[src/rtl/md_unit_iter.sv]
// Iterative multiply/divide unit with HI/LO registers.
// Radix-2^MUL_BITS shift-add multiply, restoring divide, sign fixup.
module md_unit_iter #(
   parameter int WIDTH    = 32,
   parameter int MUL_BITS = 1
) (
   input  logic             CLK,
   input  logic             RESET,
   input  logic             START,
   input  logic [2:0]       OP,
   input  logic [WIDTH-1:0] SRC_A,
   input  logic [WIDTH-1:0] SRC_B,
   input  logic             MF_REQ,
   input  logic             FLUSH,
   output logic             BUSY,
   output logic             STALL,
   output logic             DONE,
   output logic [WIDTH-1:0] HI,
   output logic [WIDTH-1:0] LO
);

   localparam int CW = $clog2(WIDTH + 1);
   localparam int W2 = 2 * WIDTH;

   localparam logic [1:0] S_IDLE = 2'd0;
   localparam logic [1:0] S_MUL  = 2'd1;
   localparam logic [1:0] S_DIV  = 2'd2;
   localparam logic [1:0] S_FIX  = 2'd3;

   localparam logic [CW-1:0] N_MUL = CW'(WIDTH / MUL_BITS);
   localparam logic [CW-1:0] N_DIV = CW'(WIDTH);

   logic [1:0]       state_q, state_d;
   logic [CW-1:0]    cnt_q, cnt_d;
   logic [WIDTH-1:0] opa_q, opa_d;
   logic [WIDTH-1:0] opb_q, opb_d;
   logic [W2-1:0]    acc_q, acc_d;
   logic [WIDTH-1:0] rem_q, rem_d;
   logic             div_q, div_d;
   logic             neg_q, neg_d;
   logic             rneg_q, rneg_d;
   logic             divz_q, divz_d;
   logic [WIDTH-1:0] hi_q, hi_d;
   logic [WIDTH-1:0] lo_q, lo_d;
   logic             done_q, done_d;

   logic                      sgn;
   logic [WIDTH-1:0]          a_mag, b_mag;
   logic [WIDTH+MUL_BITS-1:0] mul_sum;
   logic [W2+MUL_BITS-1:0]    mul_sh;
   logic [WIDTH:0]            div_sh;
   logic [WIDTH+1:0]          div_diff;
   logic                      div_ok;
   logic [W2-1:0]             prod;
   logic [WIDTH-1:0]          quo, rem;

   always_comb begin
      sgn   = ~OP[0];
      a_mag = (sgn & SRC_A[WIDTH-1]) ? -SRC_A : SRC_A;
      b_mag = (sgn & SRC_B[WIDTH-1]) ? -SRC_B : SRC_B;

      // Upper half plus partial product, then shift the whole accumulator right
      mul_sum = {{MUL_BITS{1'b0}}, acc_q[W2-1:WIDTH]}
              + {{MUL_BITS{1'b0}}, opb_q}
              * {{WIDTH{1'b0}}, opa_q[MUL_BITS-1:0]};
      mul_sh  = {mul_sum, acc_q[WIDTH-1:0]} >> MUL_BITS;

      div_sh   = {rem_q, opa_q[WIDTH-1]};
      div_diff = {1'b0, div_sh} - {2'b00, opb_q};
      div_ok   = ~div_diff[WIDTH+1];

      prod = neg_q ? -acc_q : acc_q;
      // Divide by zero: quotient stays all ones, and the remainder
      // (|A| re-signed with A's sign) reproduces the original dividend.
      quo  = (neg_q & ~divz_q) ? -opa_q : opa_q;
      rem  = rneg_q ? -rem_q : rem_q;
   end

   always_comb begin
      state_d = state_q;
      cnt_d   = cnt_q;
      opa_d   = opa_q;
      opb_d   = opb_q;
      acc_d   = acc_q;
      rem_d   = rem_q;
      div_d   = div_q;
      neg_d   = neg_q;
      rneg_d  = rneg_q;
      divz_d  = divz_q;
      hi_d    = hi_q;
      lo_d    = lo_q;
      done_d  = 1'b0;

      case (state_q)
         S_IDLE: begin
            if (START) begin
               case (OP)
                  3'b000, 3'b001: begin
                     opa_d   = a_mag;
                     opb_d   = b_mag;
                     neg_d   = sgn & (SRC_A[WIDTH-1] ^ SRC_B[WIDTH-1]);
                     acc_d   = '0;
                     div_d   = 1'b0;
                     cnt_d   = N_MUL;
                     state_d = S_MUL;
                  end
                  3'b010, 3'b011: begin
                     opa_d   = a_mag;
                     opb_d   = b_mag;
                     neg_d   = sgn & (SRC_A[WIDTH-1] ^ SRC_B[WIDTH-1]);
                     rneg_d  = sgn & SRC_A[WIDTH-1];
                     divz_d  = (SRC_B == '0);
                     rem_d   = '0;
                     div_d   = 1'b1;
                     cnt_d   = N_DIV;
                     state_d = S_DIV;
                  end
                  3'b100:  hi_d = SRC_A;
                  3'b101:  lo_d = SRC_A;
                  default: ;
               endcase
            end
         end
         S_MUL: begin
            acc_d = mul_sh[W2-1:0];
            opa_d = opa_q >> MUL_BITS;
            cnt_d = cnt_q - CW'(1);
            if (cnt_q == CW'(1)) state_d = S_FIX;
         end
         S_DIV: begin
            rem_d = div_ok ? div_diff[WIDTH-1:0] : div_sh[WIDTH-1:0];
            opa_d = {opa_q[WIDTH-2:0], div_ok};
            cnt_d = cnt_q - CW'(1);
            if (cnt_q == CW'(1)) state_d = S_FIX;
         end
         default: begin
            if (div_q) begin
               lo_d = quo;
               hi_d = rem;
            end else begin
               lo_d = prod[WIDTH-1:0];
               hi_d = prod[W2-1:WIDTH];
            end
            done_d  = 1'b1;
            state_d = S_IDLE;
         end
      endcase

      if (FLUSH) begin
         state_d = S_IDLE;
         cnt_d   = '0;
         hi_d    = hi_q;
         lo_d    = lo_q;
         done_d  = 1'b0;
      end
   end

   always_ff @(posedge CLK) begin
      if (RESET) begin
         state_q <= S_IDLE;
         cnt_q   <= '0;
         opa_q   <= '0;
         opb_q   <= '0;
         acc_q   <= '0;
         rem_q   <= '0;
         div_q   <= 1'b0;
         neg_q   <= 1'b0;
         rneg_q  <= 1'b0;
         divz_q  <= 1'b0;
         hi_q    <= '0;
         lo_q    <= '0;
         done_q  <= 1'b0;
      end else begin
         state_q <= state_d;
         cnt_q   <= cnt_d;
         opa_q   <= opa_d;
         opb_q   <= opb_d;
         acc_q   <= acc_d;
         rem_q   <= rem_d;
         div_q   <= div_d;
         neg_q   <= neg_d;
         rneg_q  <= rneg_d;
         divz_q  <= divz_d;
         hi_q    <= hi_d;
         lo_q    <= lo_d;
         done_q  <= done_d;
      end
   end

   assign BUSY  = (state_q != S_IDLE);
   assign STALL = BUSY & (START | MF_REQ);
   assign DONE  = done_q;
   assign HI    = hi_q;
   assign LO    = lo_q;

endmodule

[config.mk]
export PLATFORM = sky130hd
export DESIGN_NAME = md_unit_iter
export DESIGN_NICKNAME = d
export VERILOG_FILES = /design/src/rtl/md_unit_iter.sv
export SDC_FILE = /design/constraint.sdc
export NUM_CORES = 1
export LEC_CHECK = 0
export CAP_MARGIN = 10
export CELL_PAD_IN_SITES_DETAIL_PLACEMENT = 1
export CELL_PAD_IN_SITES_GLOBAL_PLACEMENT = 2
export CORE_MARGIN = 1
export CORE_UTILIZATION = 35
export DETAILED_ROUTE_END_ITERATION = 7
export PLACE_DENSITY = 0.88
export SYNTH_ARGS = -nofsm -noshare
export SYNTH_HDL_FRONTEND = slang
export SYNTH_SLANG_ARGS = --single-unit
[constraint.sdc]
create_clock -name CLK -period 4.47 [get_ports CLK]
set_input_delay 0.894 -clock CLK [delete_from_list [all_inputs] [get_ports CLK]]
set_output_delay 0.894 -clock CLK [all_outputs]
set_load 0.03 [all_outputs]
=== Word-level counts from Yosys, hierarchy flattened ===
Index checks and enable logic that the tools add are counted.

* Register bits: 237
* Output and inout bits: 67
* Word-level logic and storage cells: 107

* Add/subtract/negate cells: 8
* Multiply operators: 1
* Eq/ne operators: 16
* Muxes and demuxes: 32
* Bitwise operators: 12
* Reduce and logical (&&, ||, !) cells: 25

{| class="wikitable"
|+ Operator list
! cell !! number
|-
| two-way mux 32 bit || 15
|-
| two-way mux 64 bit || 3
|-
| case mux 32 bit (2 select lines) || 3
|-
| negator 32 bit || 4
|-
| case mux 64 bit (2 select lines) || 1
|-
| case mux 32 bit (3 select lines) || 1
|-
| negator 64 bit || 1
|-
| subtractor 33 x 32 -> 34 bit || 1
|-
| adder 32 x 33 -> 33 bit || 1
|-
| multiplier 32 x 1 -> 33 bit || 1
|-
| logical NOT 32 bit || 1
|-
| AND reduction 3 bit || 8
|-
| two-way mux 6 bit || 2
|-
| case mux 6 bit (2 select lines) || 1
|-
| != test 2 x 1 -> 1 bit (second input constant) || 5
|-
| nonzero test 2 bit || 5
|-
| case mux 2 bit (2 select lines) || 2
|-
| AND reduction 4 bit || 2
|-
| OR reduction 2 bit || 4
|-
| == test 3 x 2 -> 1 bit (second input constant) || 2
|-
| == test 3 bit (second input constant) || 2
|-
| == test 6 x 1 -> 1 bit (second input constant) || 1
|-
| subtractor 6 x 1 -> 6 bit (second input constant) || 1
|-
| bitwise AND 1 bit || 5
|-
| 16 further kinds || 22
|}

=== Logic depth before layout (Yosys ltp) ===
Gate-level depths: netlist (run 1).

* Word-level depth: 6
* Depth in mapped cells: 13
* Depth with buffers taken out: 13

=== Worst setup path before layout (run 1) ===
OpenSTA, ideal clock, no wires.

* Path type: input -> register
* From: input port SRC_B[8]
* To: register opb_q[30]
* Arrival: 3255 ps
* Required time: 4384 ps
* Setup slack: 1129 ps
* Cell stages on the path: 9
* Buffers on the path: 0
* Cells stage by stage: or4_1 > nor4_4 > nand2b_1 > or4_1 > or3_1 > nor4_2 > a21oi_1 > xnor2_1 > a211oi_1

* Word-level cells in the longest chain between the ends: 2

{| class="wikitable"
|+ RTL lines
! element !! line !! RTL
|-
| start, declared || 12 || <nowiki>input logic [WIDTH-1:0] SRC_B,</nowiki>
|-
| negator 32 bit || 60 || <nowiki>b_mag = (sgn & SRC_B[WIDTH-1]) ? -SRC_B : SRC_B;</nowiki>
|-
| two-way mux 32 bit || 60 ||
|-
| end signal, assigned || 177 || <nowiki>opb_q <= opb_d;</nowiki>
|-
| end, declared || 36 || <nowiki>logic [WIDTH-1:0] opb_q, opb_d;</nowiki>
|}

Every way passes these cells.
A chain may end at the register's enable or synchronous reset.

=== Worst setup path in the final report (run 1) ===
* From: register opa_q[0]
* To: register acc_q[59]

* Word-level cells in the longest chain between the ends: 3

{| class="wikitable"
|+ RTL lines
! element !! line !! RTL
|-
| start, declared || 35 || <nowiki>logic [WIDTH-1:0] opa_q, opa_d;</nowiki>
|-
| start signal, assigned || 176 || <nowiki>opa_q <= opa_d;</nowiki>
|-
| multiplier 32 x 1 -> 33 bit || 65 || <nowiki>* {{WIDTH{1'b0}}, opa_q[MUL_BITS-1:0]};</nowiki>
|-
| adder 32 x 33 -> 33 bit || 64 || <nowiki>+ {{MUL_BITS{1'b0}}, opb_q}</nowiki>
|-
| case mux 64 bit (2 select lines) || 94 || <nowiki>case (state_q)</nowiki>
|-
| end signal, assigned || 164 || <nowiki>acc_q <= '0;</nowiki>
|-
| end signal, assigned || 178 || <nowiki>acc_q <= acc_d;</nowiki>
|-
| end, declared || 37 || <nowiki>logic [W2-1:0] acc_q, acc_d;</nowiki>
|}

Every way passes these cells.

==> flow_results.org, run 1 <==
** Clock tree
- Buffer depth of the longest clock path :: 3
- Postcts setup bufs :: 0
- For this design, the CTS-stage hold fixing added 0 buffers.
- In this run the clock root is driven by a clkbuf_16.
- The number of clock buffers added by TritonCTS is 30.
- Clock-pin slew of the registers on the worst-case setup and hold paths :: 0.06 ns
- Number of sinks handled by clock tree synthesis :: 237
- Number of levels the H-tree was split into :: 1
- Post-CTS resize count :: 0
- Clock latency of the later-clocked register in the worst-skew pair :: 0.59 ns
- TritonCTS clock tree :: yes

** STA
- Final critical-path share of the clock period :: 89.5%
- Unrepaired setup endpoints after global routing :: no
- Setup total negative slack on the finished layout was measured at 0 ns.
- Worst-margin pin slew :: 0.978 ns
- In this run the tightest slew margin relative to its limit is 34.7%.
- Final setup viols :: 0
- The total count of hold-check failures in the final report is 0.
- Maximum operating frequency :: 250 MHz
- Min cycle time layout :: 4.00 ns
- Post-route clock skew :: 0.0198 ns
- Final number of max-transition violations :: 0

** Final layout
- Final Core Density :: 42.3%
- Number of inserted filler cells in the final layout :: 5911
- 0 antenna diodes ended up in the layout.
- After the last flow step, the layout net total stands at 2545.
- Leaving out fill and tap cells, the most frequent cell in the layout is nor2_1.
- In the final layout, the share of cells above drive strength 1 is 5.83%.
- The area growth from synthesis to layout is 18.3%.
- The library cells used most frequently in the layout, excluding fill and tap cells, are nor2_1 (245), nand2_1 (241), dfxtp_1 (235), a21oi_1 (201), o21ai_0 (183).

** GRT
- Via count of the first global-routing pass :: 18300
- Wire length of the first global-routing pass :: 105000 um
- Pin count of the biggest net entering global routing :: 80
- Total GRT Usage :: 26.3%
- Congestion Overflow GR :: 0
- Number of antenna violations at the first check in global routing :: 1

** Power and ir drop
- In this run, the combinational gates consume 18.9% of the power.
- Internal power contribution :: 0.00413 W
- Share of total power consumed by net switching :: 30.1%
- Peak supply drop :: 267 uV
- Switching Power :: 0.00178 W
- Of the total power, registers draw 38.5%.
- Clock share of power :: 42.6%
- For this design the ratio of total power to cell area is 290 nW/um^2.
- Lkg Pwr :: 7.57 nW

** Detailed routing
- In the final routed layout, each cell accounts on average for 21.7 um.
- In the routed design, unresolved DRC markers number 0.
- Initial detailed-routing violation count :: 1430
- Routed Wire Length :: 66700 um
- The first TritonRoute pass finished after 5 iterations.
- Via density per instance :: 5.84
- Count of antenna-violating nets left after detailed routing :: 0
- Across all layers, the routed design uses 18000 vias.

** Synth
- After synthesis, flip-flops and latches occupy 27.6% of the total area.
- Net count after synthesis :: 2467
- The Yosys step of the flow raised 0 warnings.
- Summing every instance area after synthesis gives 17200 sq um.
- Count of flip-flops with a built-in enable after synthesis :: 0
- Synth top area cells :: dfxtp_1 (28%), a21oi_1 (5.9%), xnor2_1 (5.8%)
- Primary flip-flop cell chosen by synthesis mapping :: dfxtp_1
- Synth area leader :: dfxtp_1
- Gate count after technology mapping :: 2318
- For this run, asynchronously set or reset flops after synthesis account for 0%.
- Post-synth top area share :: 27.6%
- #FFs+latches synth :: 237
- A synthesized cell averages 7.43 sq um.
- Unique masters post-synth :: 78

** Worst setup path
- Critical-path cell list :: inv_1 > buf_4 > nor2_1 > ha_1 > a211o_1 > o211ai_1 > a21oi_1 > a221o_1 > a21oi_1 > o31ai_1 > o41ai_1 > buf_4 > xor2_1 > o21ai_0
- In this run the number of cells on the critical path is 14.
- Max incr delay on CP :: 0.53 ns
- Required time of the critical path :: 4.91 ns
- STA classifies the critical path startpoint as a flip-flop.
- Along the worst path, the maximum fanout reaches 20.
- The worst setup path is of the reg -> reg kind.
- Crit path arrival time :: 4.44 ns
- Slowest stage cell, crit path :: dfxtp_1
- The worst setup path is captured at a flip-flop.
- R2R cell count :: 14
- Together, buffers and inverters on the worst path number 3.
- The cell family contributing the most delay on the critical path is compound AO/OA/AOI/OAI gates.

** Hold path
- Type of the tightest min-delay check :: reg -> reg
- Number of cells on the worst hold path :: 2

** Flow run
- The tool flagged a number of max-cap violations equal to 0.

** Floorplanning
- Total core area :: 48100 sq um
- 139 I/O pins were placed.
- The die covers 50100 sq um.
- The initial utilization of the core area, before any placement, comes to 35.8%.
- After floorplanning, the core was divided into 80 placement rows.
- Height of the die :: 224 um
- Horiz. Die Dim :: 224 um

** Place
- Sum of net half-perimeters after detailed placement :: 50800 um
- Routability-driven placement congestion ratio :: 0.919
- Input/output buffers :: 138

** Status
- The flow ran to the end, and the final reports show no timing, DRC or antenna violations.
==> metal layers <==
layer | vias up | part of all wire (%) | GRT usage (%)
li1 | 8579 | - | -
met1 | 8830 | 45 | 34.5
met2 | 467 | 47 | 44.9
met3 | 88 | 5.2 | 3.11
met4 | 0 | 2.7 | 8.09
met5 | - | 0 | 0
==> cells in the mapped netlist, types with 29 or more instances <==
cell,instances
a21oi_1,203
nor3_1,51
a211oi_1,65
or3_1,33
xnor2_1,115
nand2_1,241
ha_1,75
inv_1,80
dfxtp_1,237
o31ai_1,38
xor2_1,105
a21o_1,29
o21ai_0,184
nand3_1,63
nor2_1,245
clkbuf_1,133
==> power by group through the flow <==
stage | logic [W] | registers (W) | clock network, W
after floorplan | 0.000638 | 0.00234 | 0
after global placement | 0.00108 | 0.00232 | 0
after detailed placement | 0.00110 | 0.00232 | 0
after CTS | 0.00111 | 0.00228 | 0.00256
after global routing | 0.00121 | 0.00229 | 0.00265
final | 0.00112 | 0.00228 | 0.00252
==> worst register-to-register path: cells and delay by family, from the launching register on <==
kind / cells / cell delay, ns
flops: 1 / 0.53
compound gates: 8 / 1.94
simple gates: 1 / 0.13
fa+ha+maj: 1 / 0.30
buf+inv: 3 / 0.83
xor+xnor: 1 / 0.14
==> state kept, by name, summed over array words and instances, names as in the netlist, 2 cells and up <==
name / flops
acc_q: 64
HI: 32
LO: 32
opa_q: 32
opb_q: 32
rem_q: 32
cnt_q: 6
state_q: 2
==> through the flow <==
stage               hold slack (ns)  total power (W)  instances  area [sq um]  setup slack [ns]
finish                        0.453          0.00592       3074         20400             0.471
global route                  0.470          0.00615       3074         20400             0.173
detailed placement            0.449          0.00342       3020         19400             0.261
floorplan                     0.432          0.00298       2318         17200              1.13
global placement              0.450          0.00340       3020         19400             0.356
CTS                           0.456          0.00595       3074         20400             0.527
==> area by class of cell <==
cell class,count,area (sq um),area share (%)
tap,656,821,4.03
inverter,82,308,1.51
clock buffer,47,896,4.40
clock inverter,7,110,0.541
multi-input combinational,1850,11700,57.3
sequential,237,4750,23.3
timing repair buffer,195,1810,8.89
==> final timing paths <==
check                                  to       from  slack, ns
worst min-delay path            opb_q[21]  opb_q[21]       0.45
worst max register to register  acc_q[59]   opa_q[0]       0.47
worst min register to register  opb_q[21]  opb_q[21]       0.45
worst max-delay path            acc_q[59]   opa_q[0]       0.47
==> cells by family (layout without fill, tap and decap cells) <==
family,count (synthesis),count (layout),synth area share (%)
flip-flops,237,237,27.6
adder cells (fa/ha/maj),77,77,5.68
XOR/XNOR,220,220,11.2
AND/OR/NAND/NOR,784,784,21.4
AO/OA/AOI/OAI,763,763,28.8
multiplexers,6,6,0.349
buffers and inverters,231,331,5.06
Note: power is estimated with default switching activity, not from simulation.
==> run 2: changes to the inputs <==
--- a/config.mk
+++ b/config.mk
@@ -11,6 +11,7 @@
 export CORE_MARGIN = 1
 export CORE_UTILIZATION = 35
 export DETAILED_ROUTE_END_ITERATION = 7
+export GPL_ROUTABILITY_DRIVEN = 0
 export PLACE_DENSITY = 0.88
 export SYNTH_ARGS = -nofsm -noshare
 export SYNTH_HDL_FRONTEND = slang
==> flow_results.org, run 2 (synthesis results as in run 1) <==
** Status
- The flow ran to the end, and the final reports show no timing, DRC or antenna violations.

** Final layout
- Most common cell after layout, fill and taps aside :: nor2_1
- Counting flops per register, the top entry is acc_q.
- Number of inserted filler cells in the final layout :: 5914 (+0.051%)
- Share of post-route cells with drive strength above 1 :: 5.76% (-0.076 points)
- The antenna cell count came to 0 (unchanged).
- The number of flip-flops in the largest register is 64 (unchanged).
- Most frequent cells in the layout :: nor2_1 (245), nand2_1 (241), dfxtp_1 (235), a21oi_1 (201), o21ai_0 (183)
- The area growth from synthesis to layout came to 18.3% (about the same).
- NumNets Final :: 2541 (-0.16%)

** STA
- The tightest slew margin relative to the limit was 29.3% (-5.4 points).
- The post-route worst setup slack was 0.568 ns (+0.0962 ns).
- Maximum operating frequency :: 256 MHz (+2.5%)
- The final critical-path share of the clock period came to 87.3% (-2.2 points).
- The clock period minus worst slack is 3.90 ns (-0.0962 ns).
- The number of slew-limit violations in the final report is 0 (unchanged).
- The actual slew at the worst max-slew pin is 1.06 ns (+0.0787 ns).
- The clock skew after layout is 0.0133 ns (-0.00655 ns).
- Setup repair after global routing left no endpoint under its margin.
- The final count of negative-setup-slack endpoints came to 0 (unchanged).
- The total count of hold-check failures in the final report is 0 (unchanged).
- The final setup TNS is 0 ns (unchanged).

** GRT
- The maximum number of pins on one net before global-route repair came to 79 (-1.3%).
- The number of antenna violations at the first check in global routing is 3 (+2).
- Total GRT Usage :: 25.9% (-0.40 points)
- Wire length of the first global-routing pass :: 103000 um (-1.2%)
- The overall overflow remaining after global route is 0 (unchanged).
- The number of global-route vias before repair came to 18100 (-1.2%).

** Detailed routing
- The number of violations reported at the end of detailed-routing iteration 0 is 1369 (-4.3%).
- Top layer used by detailed routing :: met4
- The met3 routed wirelength is 3450 um (-0.69%).
- Number of detailed-routing iterations run before antenna repair :: 5 (unchanged)
- The routed length on met2 is 30900 um (-0.61%).
- Avg WL per Cell :: 21.5 um (-0.79%)
- The count of vias placed by the detailed router came to 18000 (unchanged).
- The number of remaining DRC errors is 0 (unchanged).
- The remaining antenna violation count came to 0 (unchanged).
- The post-route met1 wirelength came to 29900 um (-1.2%).
- Routed Wire Length :: 66100 um (-0.88%)
- Via density per instance :: 5.85 (about the same)

** Floorplanning
- Total core area :: 48100 sq um (unchanged)
- The site row count came to 80 (unchanged).
- Ports :: 139 (unchanged)
- Horiz. Die Dim :: 224 um (unchanged)
- Die footprint :: 50100 sq um (unchanged)
- The die outline height is 224 um (unchanged).
- The effective utilization at floorplan was 35.8% (unchanged).

** Worst setup path
- Element type at the critical path start :: flip-flop
- Crit path capture type :: flip-flop
- The arrival time at the worst endpoint is 4.36 ns (-0.08 ns).
- The largest fanout of any net on the critical path is 12 (-40%).
- Path type of the worst setup path :: reg -> reg
- Start point of the critical path :: opa_q[0]
- The worst register-to-register path begins at opa_q[0].
- Required time of the critical path :: 4.93 ns (+0.02 ns)

** Clock tree
- Clock latency of the later-clocked register in the worst-skew pair :: 0.58 ns (about the same)
- The number of setup buffers added after CTS was 0 (unchanged).
- Number of sinks handled by clock tree synthesis :: 237 (unchanged)
- Post-CTS resize count :: 0 (unchanged)
- The hold buffer count at cts is 0 (unchanged).
- TritonCTS clock tree :: yes
- The number of buffers on the longest clock path came to 3 (unchanged).
- Clock-pin slew of the registers on the worst-case setup and hold paths :: 0.06 ns (about the same)
- Root cell of the clock tree :: clkbuf_16
- Number of levels the H-tree was split into :: 1 (unchanged)
- The number of buffers created by CTS came to 30 (unchanged).

** Power and ir drop
- Peak supply drop :: 292 uV (+9.3%)
- Lkg Pwr :: 7.56 nW (-0.19%)
- The total power draw came to 0.00596 W (+0.70%).
- The total power per unit cell area came to 292 nW/um^2 (+0.69%).

** Place
- Sum of net half-perimeters after detailed placement :: 50300 um (-1.0%)
- The number of buffers inserted by port buffering came to 138 (unchanged).
- The worst setup slack after placement is 0.209 ns (-0.0519 ns).

** Flow run
- MaxCap Viol Count :: 0 (unchanged)

** Hold path
- Hold path start :: LO[28]
- Type of the tightest min-delay check :: reg -> reg
==> run 2: changes by cell type in the layout (fill, tap and decap cells not counted), sizes merged <==
cell and delta:
buf -4, bufinv +1, clkbuf -3, clkinv +2, clkinvlp +1
==> run 2: where the power goes <==
part | switching [W] | internal, W | total (W)
Combinational | 0.000704 | 0.000411 | 0.00112
Clock | 0.00100 | 0.00156 | 0.00256
Sequential | 0.0000904 | 0.00219 | 0.00228
==> run 2: critical path, stage by stage, from the launching register on <==
cell and delay (ns):
dfxtp_1 0.52, inv_1 0.29, nor2_1 0.17, ha_1 0.31, and3_1 0.22, a221oi_1 0.48, a21boi_0 0.29, a21oi_1 0.18
a41oi_1 0.34, o21ai_1 0.28, o21ai_0 0.31, nand3b_1 0.12, a32o_1 0.26
==> run 2: stage by stage <==
step | cell area (sq um) | utilization (%) | hold WS, ns | std cells
after floorplan | 17200 | - | 0.432 | 2318
after global placement | 19300 | 40.2 | 0.447 | 3016
after detailed placement | 19300 | 40.2 | 0.446 | 3016
after CTS | 20400 | 42.3 | 0.454 | 3071
after global routing | 20400 | 42.3 | 0.475 | 3071
final | 20400 | 42.3 | 0.452 | 3071
==> run 2: layout make-up <==
class                   count  area (sq um)  area share [%]
clock inverters            11           161           0.792
inverters                  82           308            1.51
clock buffers              44           865            4.24
repair buffers            191          1790            8.80
well taps                 656           821            4.03
multi-input cells        1850         11700            57.3
flip-flops and latches    237          4750            23.3
==> run 2: final timing paths <==
check / slack [ns] / end / depth (start not counted)
worst min register to register: 0.45 / LO[28] / 2
worst max register to register: 0.57 / acc_q[58] / 12
worst max-delay path: 0.57 / acc_q[58] / 12
worst min-delay path: 0.45 / LO[28] / 2
==> run 2: routing by layer <==
| metal | track usage (%) | up-vias |
|---|---|---|
| met5 | 0 | - |
| li1 | - | 8564 |
| met2 | 44.0 | 507 |
| met3 | 2.95 | 100 |
| met4 | 7.84 | 0 |
| met1 | 34.2 | 8793 |
==> run 3: changes to the inputs <==
--- a/config.mk
+++ b/config.mk
@@ -12,7 +12,7 @@
 export CORE_UTILIZATION = 35
 export DETAILED_ROUTE_END_ITERATION = 7
 export GPL_ROUTABILITY_DRIVEN = 0
-export PLACE_DENSITY = 0.88
+export PLACE_DENSITY_LB_ADDON = 0.1
 export SYNTH_ARGS = -nofsm -noshare
 export SYNTH_HDL_FRONTEND = slang
 export SYNTH_SLANG_ARGS = --single-unit
==> constraint.sdc (replaced) <==
create_clock -name CLK -period 3.75 [get_ports CLK]
set_input_delay 0.75 -clock CLK [delete_from_list [all_inputs] [get_ports CLK]]
set_output_delay 0.75 -clock CLK [all_outputs]
set_load 0.03 [all_outputs]
==> flow_results.org, run 3 (synthesis results as in run 1) <==
** Status
- Result of the run :: complete, no violations

** Place
- Placed Cells :: 3086 (+2.3%)
- The number of buffers inserted by port buffering came to 138 (unchanged).
- The detailed-placement wirelength estimate was 53500 um (+6.5%).
- Worst slack at placement :: -0.119 ns (-0.328 ns)

** GRT
- Wire length of the first global-routing pass :: 108000 um (+4.9%)
- The number of global-route vias before repair was 18500 (+2.2%).
- The overall overflow remaining after global route is 0 (unchanged).
- Pin count of the biggest net entering global routing :: 92 (+16%)
- The number of antenna violations at the first check in global routing is 0 (-3).
- The aggregate global-route resource usage was 27.7% (+1.8 points).

** Worst setup path
- Slowest stage cell, crit path :: a311oi_1
- Element type at the critical path start :: flip-flop
- In this run the critical register-to-register path is launched from opa_q[31].
- Critical-path cell list :: inv_1 > ha_1 > inv_1 > fa_1 > a211oi_2 > o211ai_1 > a311oi_1 > nand2b_1 > o31ai_1 > and4_1 > o31ai_1 > xor2_1 > o21ai_0
- Crit path capture type :: flip-flop
- By startpoint and endpoint, the worst setup path is classified as reg -> reg.
- Tracing the worst setup path back leads to its startpoint at opa_q[31].
- Largest fanout of any net on the critical path :: 3 (-9)
- The arrival time at the worst endpoint is 3.98 ns (-0.38 ns).
- The worst endpoint required time was 4.16 ns (-0.77 ns).
- The peak per-stage delay on the critical path came to 0.46 ns (-0.06 ns).

** Floorplanning
- The area of the placeable core is 48100 sq um (unchanged).
- The die area came to 50100 sq um (unchanged).
- The number of placed I/O pins is 139 (unchanged).
- Height of the die :: 224 um (unchanged)
- Initial core utilization :: 35.8% (unchanged)
- The x dimension of the die was 224 um (unchanged).
- The site row count came to 80 (unchanged).

** Hold path
- The tightest min-delay check is of the reg -> reg type.
- Hold path start :: opb_q[31]

** Final layout
- Final Non-Filler Cells :: 3146 (+2.4%)
- In the layout the commonest cells are nor2_1 (245), nand2_1 (241), dfxtp_1 (235), a21oi_1 (201), o21ai_0 (182).
- Top reg by flops :: acc_q
- Signed area change from the synthesized netlist to the final layout :: 22.8%
- Share of post-route cells with drive strength above 1 :: 8.84% (+3.1 points)
- Most common cell after layout, fill and taps aside :: nor2_1
- Final Core Density :: 43.9% (+1.6 points)
- NumNets Final :: 2615 (+2.9%)
- Flip-flop count of the largest register, all copies and words added :: 64 (unchanged)

** Power and ir drop
- Fraction of power consumed by sequential logic :: 35.8% (-2.5 points)
- The leakage power figure came to 8.04 nW (+6.4%).
- The part of the power in combinational logic came to 18.3% (-0.4 points).
- Internal power contribution :: 0.00533 W (+28%)
- Peak supply drop :: 216 uV (-26%)
- Clock share of power :: 45.9% (+2.9 points)
- The total power draw was 0.00758 W (+27%).
- Pwr dens :: 359 nW/um^2 (+23%)
- The switching part of the total came to 29.8% (-0.36 points).
- The net switching power of the design was 0.00226 W (+26%).

** Clock tree
- Buffer depth of the longest clock path :: 3 (unchanged)
- The latest clock arrival within the worst-skew pair was 0.55 ns (-0.03 ns).
- Clock-pin slew of the registers on the worst-case setup and hold paths :: 0.06 ns (about the same)
- The TritonCTS sink count came to 237 (unchanged).
- TritonCTS built the clock tree.
- The number of buffers created by CTS came to 34 (+13%).
- The number of H-tree levels was 2 (+1).
- The root buffer cell chosen for the clock tree is clkbuf_16.

** Detailed routing
- The wire length reported by the detailed router is 69900 um (+5.7%).
- The final routed wire length divided by cell count was 22.2 um (+3.2%).
- The number of remaining DRC errors came to 0 (unchanged).
- The remaining antenna violation count came to 0 (unchanged).
- The count of vias placed by the detailed router came to 18100 (+0.82%).
- The number of detailed-route iterations in the first pass came to 5 (unchanged).
- The number of violations reported at the end of detailed-routing iteration 0 is 1070 (-22%).
- Via density per instance :: 5.76 (-1.6%)

** STA
- The post-route worst setup slack came to 0.178 ns (-0.389 ns).
- The clock skew after layout came to 0.0246 ns (+0.0113 ns).
- Worst-margin pin slew :: 0.952 ns (-0.105 ns)
- The top achievable clock speed was 280 MHz (+9.3%).
- The number of slew-limit violations in the final report is 0 (unchanged).
- Min Hold Slack :: 0.453 ns (+0.000488 ns)
- Final count of hold timing violations :: 0 (unchanged)
- Final setup viols :: 0 (unchanged)
- Min cycle time layout :: 3.57 ns (-0.331 ns)
- Worst rel slew slack :: 36.3% (+7.0 points)
- Unrepaired setup endpoints after global routing :: no
- Final critical-path share of the clock period :: 95.2% (+7.9 points)

** Flow run
- MaxCap Viol Count :: 0 (unchanged)
run 3: worst paths after layout:
kind                                  end  slack [ns]  cells after the start
worst min register to register  opb_q[31]        0.45                      2
worst min-delay path            opb_q[31]        0.45                      2
worst max-delay path            rem_q[26]        0.18                     13
worst max register to register  rem_q[26]        0.18                     13
run 3: critical path: cells and delay by family, from the launching register on:
family / cells / cell delay [ns]
and+or+nand+nor: 2 / 0.52
AOI/OAI and AO/OA: 6 / 1.43
DFF: 1 / 0.32
xor gates and xnor gates: 1 / 0.17
adders and majority gates: 2 / 0.70
buffers and inverters: 2 / 0.29
run 3: cell type report:
class                      instances  area, sq um
clock buffer                      52         1080
antenna                            1         2.50
fill                            5868        27000
multi-input combinational       1850        11700
clock inverter                     7          114
sequential                       237         4750
timing repair buffer             261         2380
inverter                          82          308
tap                              656          821
run 3: power by group through the flow:
stage	combinational, W	clock, W	sequential, W
final	0.00139	0.00348	0.00271
after global routing	0.00151	0.00366	0.00272
after CTS	0.00139	0.00357	0.00271
after detailed placement	0.00138	0	0.00277
after global placement	0.00136	0	0.00276
after floorplan	0.000760	0	0.00279
run 3: timing repair:
| item | CTS | global route |
|---|---|---|
| hold buffers | 0 | 0 |
| resized for setup | 0 | 5 |
| setup endpoints to repair | 0 | 6 |
| setup buffers | 0 | 0 |
run 3: per-stage QoR:
step | cell area (sq um) | setup TNS (ns)
after global placement | 19900 | -0.0665
after CTS | 21100 | 0
final | 21200 | 0
after global routing | 21100 | 0
after detailed placement | 19900 | -0.210
after floorplan | 17200 | 0
run 3: layer usage:
metal / track usage, % / part of all wire [%]
met5: 0 / 0
met3: 2.95 / 3.8
met4: 9.24 / 2.8
met2: 47.7 / 48
met1: 35.9 / 45
